File: src/rtl/alu_pkg.sv
// Shared types for the ALU issue stage: ALU opcodes, RV32I major opcodes,
// operand/immediate selectors and the decoded control bundle.
package alu_pkg;

  typedef enum logic [3:0] {
    ALU_ADD  = 4'b0000,
    ALU_SUB  = 4'b0001,
    ALU_SLT  = 4'b0010,
    ALU_SLTU = 4'b0011,
    ALU_XOR  = 4'b0100,
    ALU_OR   = 4'b0101,
    ALU_AND  = 4'b0110,
    ALU_SLL  = 4'b0111,
    ALU_SRL  = 4'b1000,
    ALU_SRA  = 4'b1001
  } alu_op_e;

  localparam logic [6:0] OPC_OP     = 7'b0110011;
  localparam logic [6:0] OPC_OP_IMM = 7'b0010011;
  localparam logic [6:0] OPC_LUI    = 7'b0110111;
  localparam logic [6:0] OPC_AUIPC  = 7'b0010111;
  localparam logic [6:0] OPC_JAL    = 7'b1101111;
  localparam logic [6:0] OPC_JALR   = 7'b1100111;
  localparam logic [6:0] OPC_LOAD   = 7'b0000011;
  localparam logic [6:0] OPC_STORE  = 7'b0100011;
  localparam logic [6:0] OPC_BRANCH = 7'b1100011;

  typedef enum logic [2:0] {IMM_I, IMM_S, IMM_B, IMM_U, IMM_J} imm_sel_e;
  typedef enum logic [1:0] {OPA_RS1, OPA_PC, OPA_ZERO} opa_sel_e;
  typedef enum logic [1:0] {OPB_RS2, OPB_IMM, OPB_FOUR} opb_sel_e;

  typedef struct packed {
    alu_op_e  alu_op;
    opa_sel_e opa_sel;
    opb_sel_e opb_sel;
    logic     rd_wren;
    logic     mem_rd;
    logic     mem_wr;
    logic     is_branch;
    logic     is_jump;
  } dec_ctrl_t;

  // NOP: 0 + 0 with no side effects; the immediate is forced to zero by the decoder.
  localparam dec_ctrl_t NOP_CTRL = '{ALU_ADD, OPA_ZERO, OPB_IMM, 1'b0, 1'b0, 1'b0, 1'b0, 1'b0};

  function automatic alu_op_e alu_from_funct3(input logic [2:0] f3, input logic alt);
    alu_op_e op;
    case (f3)
      3'b000:  op = alt ? ALU_SUB : ALU_ADD;
      3'b001:  op = ALU_SLL;
      3'b010:  op = ALU_SLT;
      3'b011:  op = ALU_SLTU;
      3'b100:  op = ALU_XOR;
      3'b101:  op = alt ? ALU_SRA : ALU_SRL;
      3'b110:  op = ALU_OR;
      default: op = ALU_AND;
    endcase
    return op;
  endfunction

  function automatic logic [31:0] imm32(input logic [31:0] instr, input imm_sel_e sel);
    logic [31:0] v;
    case (sel)
      IMM_I:   v = {{20{instr[31]}}, instr[31:20]};
      IMM_S:   v = {{20{instr[31]}}, instr[31:25], instr[11:7]};
      IMM_B:   v = {{19{instr[31]}}, instr[31], instr[7], instr[30:25], instr[11:8], 1'b0};
      IMM_U:   v = {instr[31:12], 12'b0};
      IMM_J:   v = {{11{instr[31]}}, instr[31], instr[19:12], instr[20], instr[30:21], 1'b0};
      default: v = '0;
    endcase
    return v;
  endfunction

endpackage

File: src/rtl/alu_issue_decode.sv
// Combinational RV32I decoder: instruction word to control bundle and immediate.
// With ALU_ISSUE_ILLEGAL_EN defined an 'illegal' flag output is added.
module alu_issue_decode
  import alu_pkg::*;
#(
  parameter int XLEN = 32
) (
  input  logic [31:0]     instr,
  output dec_ctrl_t       ctrl,
  output logic [XLEN-1:0] imm
`ifdef ALU_ISSUE_ILLEGAL_EN
  ,
  output logic            illegal
`endif
);

  logic [6:0] opcode;
  logic [2:0] funct3;
  logic [6:0] funct7;
  assign opcode = instr[6:0];
  assign funct3 = instr[14:12];
  assign funct7 = instr[31:25];

  dec_ctrl_t   ctrl_raw;
  imm_sel_e    imm_sel;
  logic        use_shamt;
  logic        bad;
  logic [31:0] imm_raw;

  always_comb begin
    ctrl_raw  = NOP_CTRL;
    imm_sel   = IMM_I;
    use_shamt = 1'b0;
    bad       = 1'b0;
    case (opcode)
      OPC_OP: begin
        ctrl_raw.alu_op  = alu_from_funct3(funct3, funct7[5]);
        ctrl_raw.opa_sel = OPA_RS1;
        ctrl_raw.opb_sel = OPB_RS2;
        ctrl_raw.rd_wren = 1'b1;
        bad = !((funct7 == 7'h00) ||
                ((funct7 == 7'h20) && ((funct3 == 3'b000) || (funct3 == 3'b101))));
      end
      OPC_OP_IMM: begin
        // funct7[5] only means "arithmetic" for right shifts; ADDI has no SUB form.
        ctrl_raw.alu_op  = alu_from_funct3(funct3, funct7[5] & (funct3 == 3'b101));
        ctrl_raw.opa_sel = OPA_RS1;
        ctrl_raw.opb_sel = OPB_IMM;
        ctrl_raw.rd_wren = 1'b1;
        if (funct3 == 3'b001) begin
          use_shamt = 1'b1;
          bad       = (funct7 != 7'h00);
        end else if (funct3 == 3'b101) begin
          use_shamt = 1'b1;
          bad       = (funct7 != 7'h00) && (funct7 != 7'h20);
        end
      end
      OPC_LUI: begin
        ctrl_raw.opb_sel = OPB_IMM;
        ctrl_raw.rd_wren = 1'b1;
        imm_sel          = IMM_U;
      end
      OPC_AUIPC: begin
        ctrl_raw.opa_sel = OPA_PC;
        ctrl_raw.opb_sel = OPB_IMM;
        ctrl_raw.rd_wren = 1'b1;
        imm_sel          = IMM_U;
      end
      OPC_JAL, OPC_JALR: begin
        ctrl_raw.opa_sel = OPA_PC;
        ctrl_raw.opb_sel = OPB_FOUR;
        ctrl_raw.rd_wren = 1'b1;
        ctrl_raw.is_jump = 1'b1;
      end
      OPC_LOAD: begin
        ctrl_raw.opa_sel = OPA_RS1;
        ctrl_raw.opb_sel = OPB_IMM;
        ctrl_raw.rd_wren = 1'b1;
        ctrl_raw.mem_rd  = 1'b1;
      end
      OPC_STORE: begin
        ctrl_raw.opa_sel = OPA_RS1;
        ctrl_raw.opb_sel = OPB_IMM;
        ctrl_raw.mem_wr  = 1'b1;
        imm_sel          = IMM_S;
      end
      OPC_BRANCH: begin
        ctrl_raw.opa_sel   = OPA_RS1;
        ctrl_raw.opb_sel   = OPB_RS2;
        ctrl_raw.is_branch = 1'b1;
        case (funct3[2:1])
          2'b10:   ctrl_raw.alu_op = ALU_SLT;
          2'b11:   ctrl_raw.alu_op = ALU_SLTU;
          default: ctrl_raw.alu_op = ALU_SUB;
        endcase
      end
      default: bad = 1'b1;
    endcase
    if (instr[1:0] != 2'b11) bad = 1'b1;
  end

  assign imm_raw = use_shamt ? {27'b0, instr[24:20]} : imm32(instr, imm_sel);

  always_comb begin
    if (bad) begin
      ctrl = NOP_CTRL;
      imm  = '0;
    end else begin
      ctrl         = ctrl_raw;
      ctrl.rd_wren = ctrl_raw.rd_wren & (instr[11:7] != 5'd0);
      imm          = XLEN'($signed(imm_raw));
    end
  end

`ifdef ALU_ISSUE_ILLEGAL_EN
  assign illegal = bad;
`endif

endmodule

File: src/rtl/alu_issue_stage.sv
// Decode/issue pipeline register in front of the ALU with valid/ready, flush and
// an issued-instruction counter. ALU_ISSUE_ILLEGAL_EN adds a registered 'illegal' output.
module alu_issue_stage
  import alu_pkg::*;
#(
  parameter int XLEN  = 32,
  parameter int CNT_W = 32
) (
  input  logic             clk,
  input  logic             rst_n,
  input  logic             in_valid,
  output logic             in_ready,
  input  logic [31:0]      instr,
  input  logic [XLEN-1:0]  pc,
  input  logic [XLEN-1:0]  rs1_data,
  input  logic [XLEN-1:0]  rs2_data,
  input  logic             flush,
  output logic             out_valid,
  input  logic             out_ready,
  output logic [3:0]       alu_op,
  output logic [XLEN-1:0]  operand_a,
  output logic [XLEN-1:0]  operand_b,
  output logic [XLEN-1:0]  store_data,
  output logic [4:0]       rd_addr,
  output logic             rd_wren,
  output logic             mem_rd,
  output logic             mem_wr,
  output logic             is_branch,
  output logic             is_jump,
  output logic [2:0]       funct3_q,
  output logic [CNT_W-1:0] issue_cnt
`ifdef ALU_ISSUE_ILLEGAL_EN
  ,
  output logic             illegal
`endif
);

  dec_ctrl_t       dec_ctrl;
  logic [XLEN-1:0] dec_imm;
  logic [XLEN-1:0] opa_val;
  logic [XLEN-1:0] opb_val;
  logic            accept;
  logic            issue;

  logic             out_valid_q,  out_valid_d;
  alu_op_e          alu_op_q,     alu_op_d;
  logic [XLEN-1:0]  operand_a_q,  operand_a_d;
  logic [XLEN-1:0]  operand_b_q,  operand_b_d;
  logic [XLEN-1:0]  store_data_q, store_data_d;
  logic [4:0]       rd_addr_q,    rd_addr_d;
  logic             rd_wren_q,    rd_wren_d;
  logic             mem_rd_q,     mem_rd_d;
  logic             mem_wr_q,     mem_wr_d;
  logic             is_branch_q,  is_branch_d;
  logic             is_jump_q,    is_jump_d;
  logic [2:0]       funct3_d;
  logic [CNT_W-1:0] issue_cnt_q,  issue_cnt_d;

`ifdef ALU_ISSUE_ILLEGAL_EN
  logic dec_illegal;
  logic illegal_q, illegal_d;

  alu_issue_decode #(.XLEN(XLEN)) u_decode (
    .instr   (instr),
    .ctrl    (dec_ctrl),
    .imm     (dec_imm),
    .illegal (dec_illegal)
  );
`else
  alu_issue_decode #(.XLEN(XLEN)) u_decode (
    .instr (instr),
    .ctrl  (dec_ctrl),
    .imm   (dec_imm)
  );
`endif

  assign in_ready = ~out_valid_q | out_ready;
  assign accept   = in_valid & in_ready;
  assign issue    = out_valid_q & out_ready;

  always_comb begin
    case (dec_ctrl.opa_sel)
      OPA_RS1: opa_val = rs1_data;
      OPA_PC:  opa_val = pc;
      default: opa_val = '0;
    endcase
    case (dec_ctrl.opb_sel)
      OPB_RS2:  opb_val = rs2_data;
      OPB_FOUR: opb_val = XLEN'(4);
      default:  opb_val = dec_imm;
    endcase
  end

  always_comb begin
    out_valid_d  = out_valid_q;
    alu_op_d     = alu_op_q;
    operand_a_d  = operand_a_q;
    operand_b_d  = operand_b_q;
    store_data_d = store_data_q;
    rd_addr_d    = rd_addr_q;
    rd_wren_d    = rd_wren_q;
    mem_rd_d     = mem_rd_q;
    mem_wr_d     = mem_wr_q;
    is_branch_d  = is_branch_q;
    is_jump_d    = is_jump_q;
    funct3_d     = funct3_q;
`ifdef ALU_ISSUE_ILLEGAL_EN
    illegal_d    = illegal_q;
`endif
    // The counter tracks issues independently, so an issue coinciding with flush still counts.
    issue_cnt_d  = issue_cnt_q + CNT_W'(issue);

    if (flush) begin
      out_valid_d = 1'b0;
    end else if (accept) begin
      out_valid_d  = 1'b1;
      alu_op_d     = dec_ctrl.alu_op;
      operand_a_d  = opa_val;
      operand_b_d  = opb_val;
      store_data_d = rs2_data;
      rd_addr_d    = instr[11:7];
      rd_wren_d    = dec_ctrl.rd_wren;
      mem_rd_d     = dec_ctrl.mem_rd;
      mem_wr_d     = dec_ctrl.mem_wr;
      is_branch_d  = dec_ctrl.is_branch;
      is_jump_d    = dec_ctrl.is_jump;
      funct3_d     = instr[14:12];
`ifdef ALU_ISSUE_ILLEGAL_EN
      illegal_d    = dec_illegal;
`endif
    end else if (issue) begin
      out_valid_d = 1'b0;
    end
  end

  always_ff @(posedge clk or negedge rst_n) begin
    if (!rst_n) begin
      out_valid_q  <= 1'b0;
      alu_op_q     <= ALU_ADD;
      operand_a_q  <= '0;
      operand_b_q  <= '0;
      store_data_q <= '0;
      rd_addr_q    <= '0;
      rd_wren_q    <= 1'b0;
      mem_rd_q     <= 1'b0;
      mem_wr_q     <= 1'b0;
      is_branch_q  <= 1'b0;
      is_jump_q    <= 1'b0;
      funct3_q     <= '0;
      issue_cnt_q  <= '0;
`ifdef ALU_ISSUE_ILLEGAL_EN
      illegal_q    <= 1'b0;
`endif
    end else begin
      out_valid_q  <= out_valid_d;
      alu_op_q     <= alu_op_d;
      operand_a_q  <= operand_a_d;
      operand_b_q  <= operand_b_d;
      store_data_q <= store_data_d;
      rd_addr_q    <= rd_addr_d;
      rd_wren_q    <= rd_wren_d;
      mem_rd_q     <= mem_rd_d;
      mem_wr_q     <= mem_wr_d;
      is_branch_q  <= is_branch_d;
      is_jump_q    <= is_jump_d;
      funct3_q     <= funct3_d;
      issue_cnt_q  <= issue_cnt_d;
`ifdef ALU_ISSUE_ILLEGAL_EN
      illegal_q    <= illegal_d;
`endif
    end
  end

  assign out_valid  = out_valid_q;
  assign alu_op     = alu_op_q;
  assign operand_a  = operand_a_q;
  assign operand_b  = operand_b_q;
  assign store_data = store_data_q;
  assign rd_addr    = rd_addr_q;
  assign rd_wren    = rd_wren_q;
  assign mem_rd     = mem_rd_q;
  assign mem_wr     = mem_wr_q;
  assign is_branch  = is_branch_q;
  assign is_jump    = is_jump_q;
  assign issue_cnt  = issue_cnt_q;
`ifdef ALU_ISSUE_ILLEGAL_EN
  assign illegal    = illegal_q;
`endif

endmodule
File: config.mk
export PLATFORM = sky130hd
export DESIGN_NAME = alu_issue_stage
export DESIGN_NICKNAME = d
export VERILOG_FILES = /design/src/rtl/alu_pkg.sv /design/src/rtl/alu_issue_decode.sv /design/src/rtl/alu_issue_stage.sv
export SDC_FILE = /design/constraint.sdc
export NUM_CORES = 1
export LEC_CHECK = 0
export BUFFER_PORTS_ARGS = -buffer_cell sky130_fd_sc_hd__clkbuf_2
export CORE_ASPECT_RATIO = 1.5
export CORE_UTILIZATION = 52
export CTS_BUF_LIST = sky130_fd_sc_hd__clkbuf_4 sky130_fd_sc_hd__clkbuf_8 sky130_fd_sc_hd__clkbuf_16
export DETAILED_ROUTE_END_ITERATION = 8
export GPL_TIMING_DRIVEN = 0
export PLACE_DENSITY = 0.95
export SLEW_MARGIN = 0
export SYNTH_ARGS = -nofsm -noshare
export SYNTH_HDL_FRONTEND = slang
export SYNTH_SLANG_ARGS = --single-unit
File: constraint.sdc
create_clock -name clk -period 5.85 [get_ports clk]
set_clock_uncertainty 0.2 [all_clocks]
set_input_delay 0.585 -clock clk [delete_from_list [all_inputs] [get_ports clk]]
set_output_delay 0.585 -clock clk [all_outputs]
set_load 0.01 [all_outputs]
==> metrics <==
Syn Area/Cell 10.1 um2; Post-CTS Setup Bufs 0; Startpoint Class flip-flop; GR Overflow Total 0; Die H 142 um; storage element area 3650 um2; relative slew slack 0.531; post-synthesis cell area 6770 um2; Die Wd 95.2 um; CP delay by family, top buffers and inverters; Highest Clock Rate 368 MHz; fin nets 1100; ys flop type dfrtp_1; Setup TNS Final 0 ps; First DRT Iteration DRCs 325; first-pass GRT wire length 33100 um; GRT Total Usage 0.325; Worst setup startpoint out_valid$_DFFE_PN0P_; CTS tree yes; final hold vios 0; detailed placer's ending HPWL 16100 um; status completed; MaxCap Viol Count 0; reg2reg path depth 6; TritonRoute pass-1 iters 5; sequential area share after synthesis 0.539; WS Path Type flip-flop to flip-flop; pin count of the biggest net entering global routing 81; Starting Density 0.539; fill count 906; Critical Path AT 2840 ps; clk_lat worst skew 410 ps; post-route ant nets 0; placed instance count 1101; via count of the first global-routing pass 6663; Tmin final 2720 ps; Layout Cells excl Fill 1134; Final setup violation count 0; Tot Pwr 2.54 mW; WP data required 5970 ps; Via density 5.80; routed wire length per instance 18.9 um; pwr dens 283 nW/um2; CP Depth 6; FF-to-FF Start out_valid$_DFFE_PN0P_; number of distinct standard cells referenced by the synthesized netlist 62; reg-to-reg slack, setup 3130 ps; CP bufs+invs 2; Worst-path clk slew 60 ps; Core Rows 50; commonest non-fill, non-tap cells in the layout 274 x clkbuf_2, 172 x nand2_1, 146 x dfrtp_1, 33 x o21ai_1, 32 x a32oi_1; commonest non-fill, non-tap cell in the layout clkbuf_2; Worst Setup End Kind flip-flop; clock root buffer clkbuf_16; Hold Buf Count CTS 1; syn_nets 804; share of cells above drive strength 1 0.362; Core Area 12600 um2; port bufs 275; maximum VDD drop 0.184 mV; worst min path class input pin to flip-flop; Yosys warnings 0; number of CTS-inserted buffers 17; CP peak stage delay 470 ps; post_cts resized 0; Max Fanout on Critical Path 10; Ports 280; leakage power 4.64 nW; initial antenna violation count 0; Max Transition Viols Final 0; Multi-input gate area 2890 um2; reg2reg end alu_op[2]$_DFFE_PN0P_; slowest library cell on the worst path nor3b_1; number of flops mapped to enable cells by yosys 0; synthesis-to-finish area growth 32.5%; CTS H-tree lvls 4; unrepaired setup endpoints after global routing no; CP cell instances nor2b_1 -> nor3b_1 -> clkbuf_1 -> buf_2 -> o21ai_1 -> o31ai_1; total vias in the final route 6580; period utilization 0.465; n_diodes 0; ys async rst share 1.00; worst slew pin tran 703 ps; clk buf depth 2; DIE AREA 13500 um2; CP endpoint alu_op[2]$_DFFE_PN0P_; synthesis-stage register bit count 146; DRC viols 0; Post-Synthesis Cells 669; gp weighted congestion 0.862; Sink Count 146; final wirelength 21400 um
-- routing by layer --
| metal | track usage | vias to the layer above | routed length [um] |
|---|---|---|---|
| li1 | - | 2971 | - |
| met1 | 0.351 | 3173 | 7580 |
| met2 | 0.574 | 368 | 11200 |
| met3 | 0.0793 | 68 | 1790 |
| met4 | 0.168 | 0 | 841 |
| met5 | 0 | - | 0 |
-- worst min-delay path by stage --
stage	start	to	slack (ps)	cells after the start
after global routing	flush	out_valid$_DFFE_PN0P_	180	2
final	flush	out_valid$_DFFE_PN0P_	190	2
after global placement	issue_cnt[31]$_DFF_PN0_	issue_cnt[31]$_DFF_PN0_	260	1
after CTS	flush	out_valid$_DFFE_PN0P_	180	2
after floorplan	rst_n	alu_op[0]$_DFFE_PN0P_	90	0
after detailed placement	issue_cnt[31]$_DFF_PN0_	issue_cnt[31]$_DFF_PN0_	260	1
-- stage by stage --
stage | utilization | setup WS [ps] | hold slack, ps | cell area [um2]
2_1_floorplan | - | 3460 | 89.4 | 6770
3_3_place_gp | 0.664 | 1600 | 257 | 8340
3_5_place_dp | 0.666 | 2920 | 256 | 8380
4_1_cts | 0.714 | 3130 | 183 | 8980
5_1_grt | 0.714 | 2980 | 183 | 8980
6_report | 0.714 | 3130 | 187 | 8980
-- kinds of logic (layout without fill, tap and decap cells) --
logic type                 Yosys count  count (layout)  share of synthesized area
AOI/OAI and AO/OA                  159             159                      0.186
xor gates and xnor gates            33              33                     0.0427
adders and majority gates            3               3                    0.00517
buffers and inverters               53             362                     0.0333
DFF                                146             146                      0.539
muxes                                1               1                    0.00166
and+or+nand+nor                    274             274                      0.192
-- power breakdown --
| group | internal, mW | total [mW] | switching (mW) |
|---|---|---|---|
| logic | 0.130 | 0.327 | 0.197 |
| registers | 1.08 | 1.13 | 0.0536 |
| clock network | 0.650 | 1.09 | 0.435 |
-- sequential cells by signal, indices dropped and copies added, names as in the netlist, 3 cells and up --
register    cells
alu_op          4
funct3_q        3
issue_cnt      32
operand_a      32
operand_b      32
rd_addr         5
store_data     32
-- synth_stat cells (12+ instances only) --
cell type | instances | area [um2]
nor2_1 | 24 | 90.1
nand2_1 | 172 | 646
dfrtp_1 | 146 | 3650
buf_2 | 12 | 60.1
clkbuf_1 | 27 | 101
nand3_1 | 15 | 75.1
xor2_1 | 15 | 131
a32oi_1 | 32 | 280
and2_1 | 15 | 93.8
o221ai_2 | 19 | 285
xnor2_1 | 18 | 158
a21oi_1 | 23 | 115
o21ai_1 | 33 | 165
-- worst reg2reg max path, cell delays in order (launching register included) --
cell      delay [ps]
dfrtp_1          390
nor2b_1          160
nor3b_1          470
clkbuf_1         460
buf_2            340
o21ai_1          290
o31ai_1          320
-- layout make-up --
cell class | count | area share
well taps | 156 | 0.0217
flip-flops and latches | 146 | 0.407
multi-input cells | 470 | 0.322
inverters | 10 | 0.00418
clock buffers | 20 | 0.0506
clock inverters | 12 | 0.0146
plain buffers | 43 | 0.0209
repair buffers | 277 | 0.158
Power figures use the tool's default switching activity.
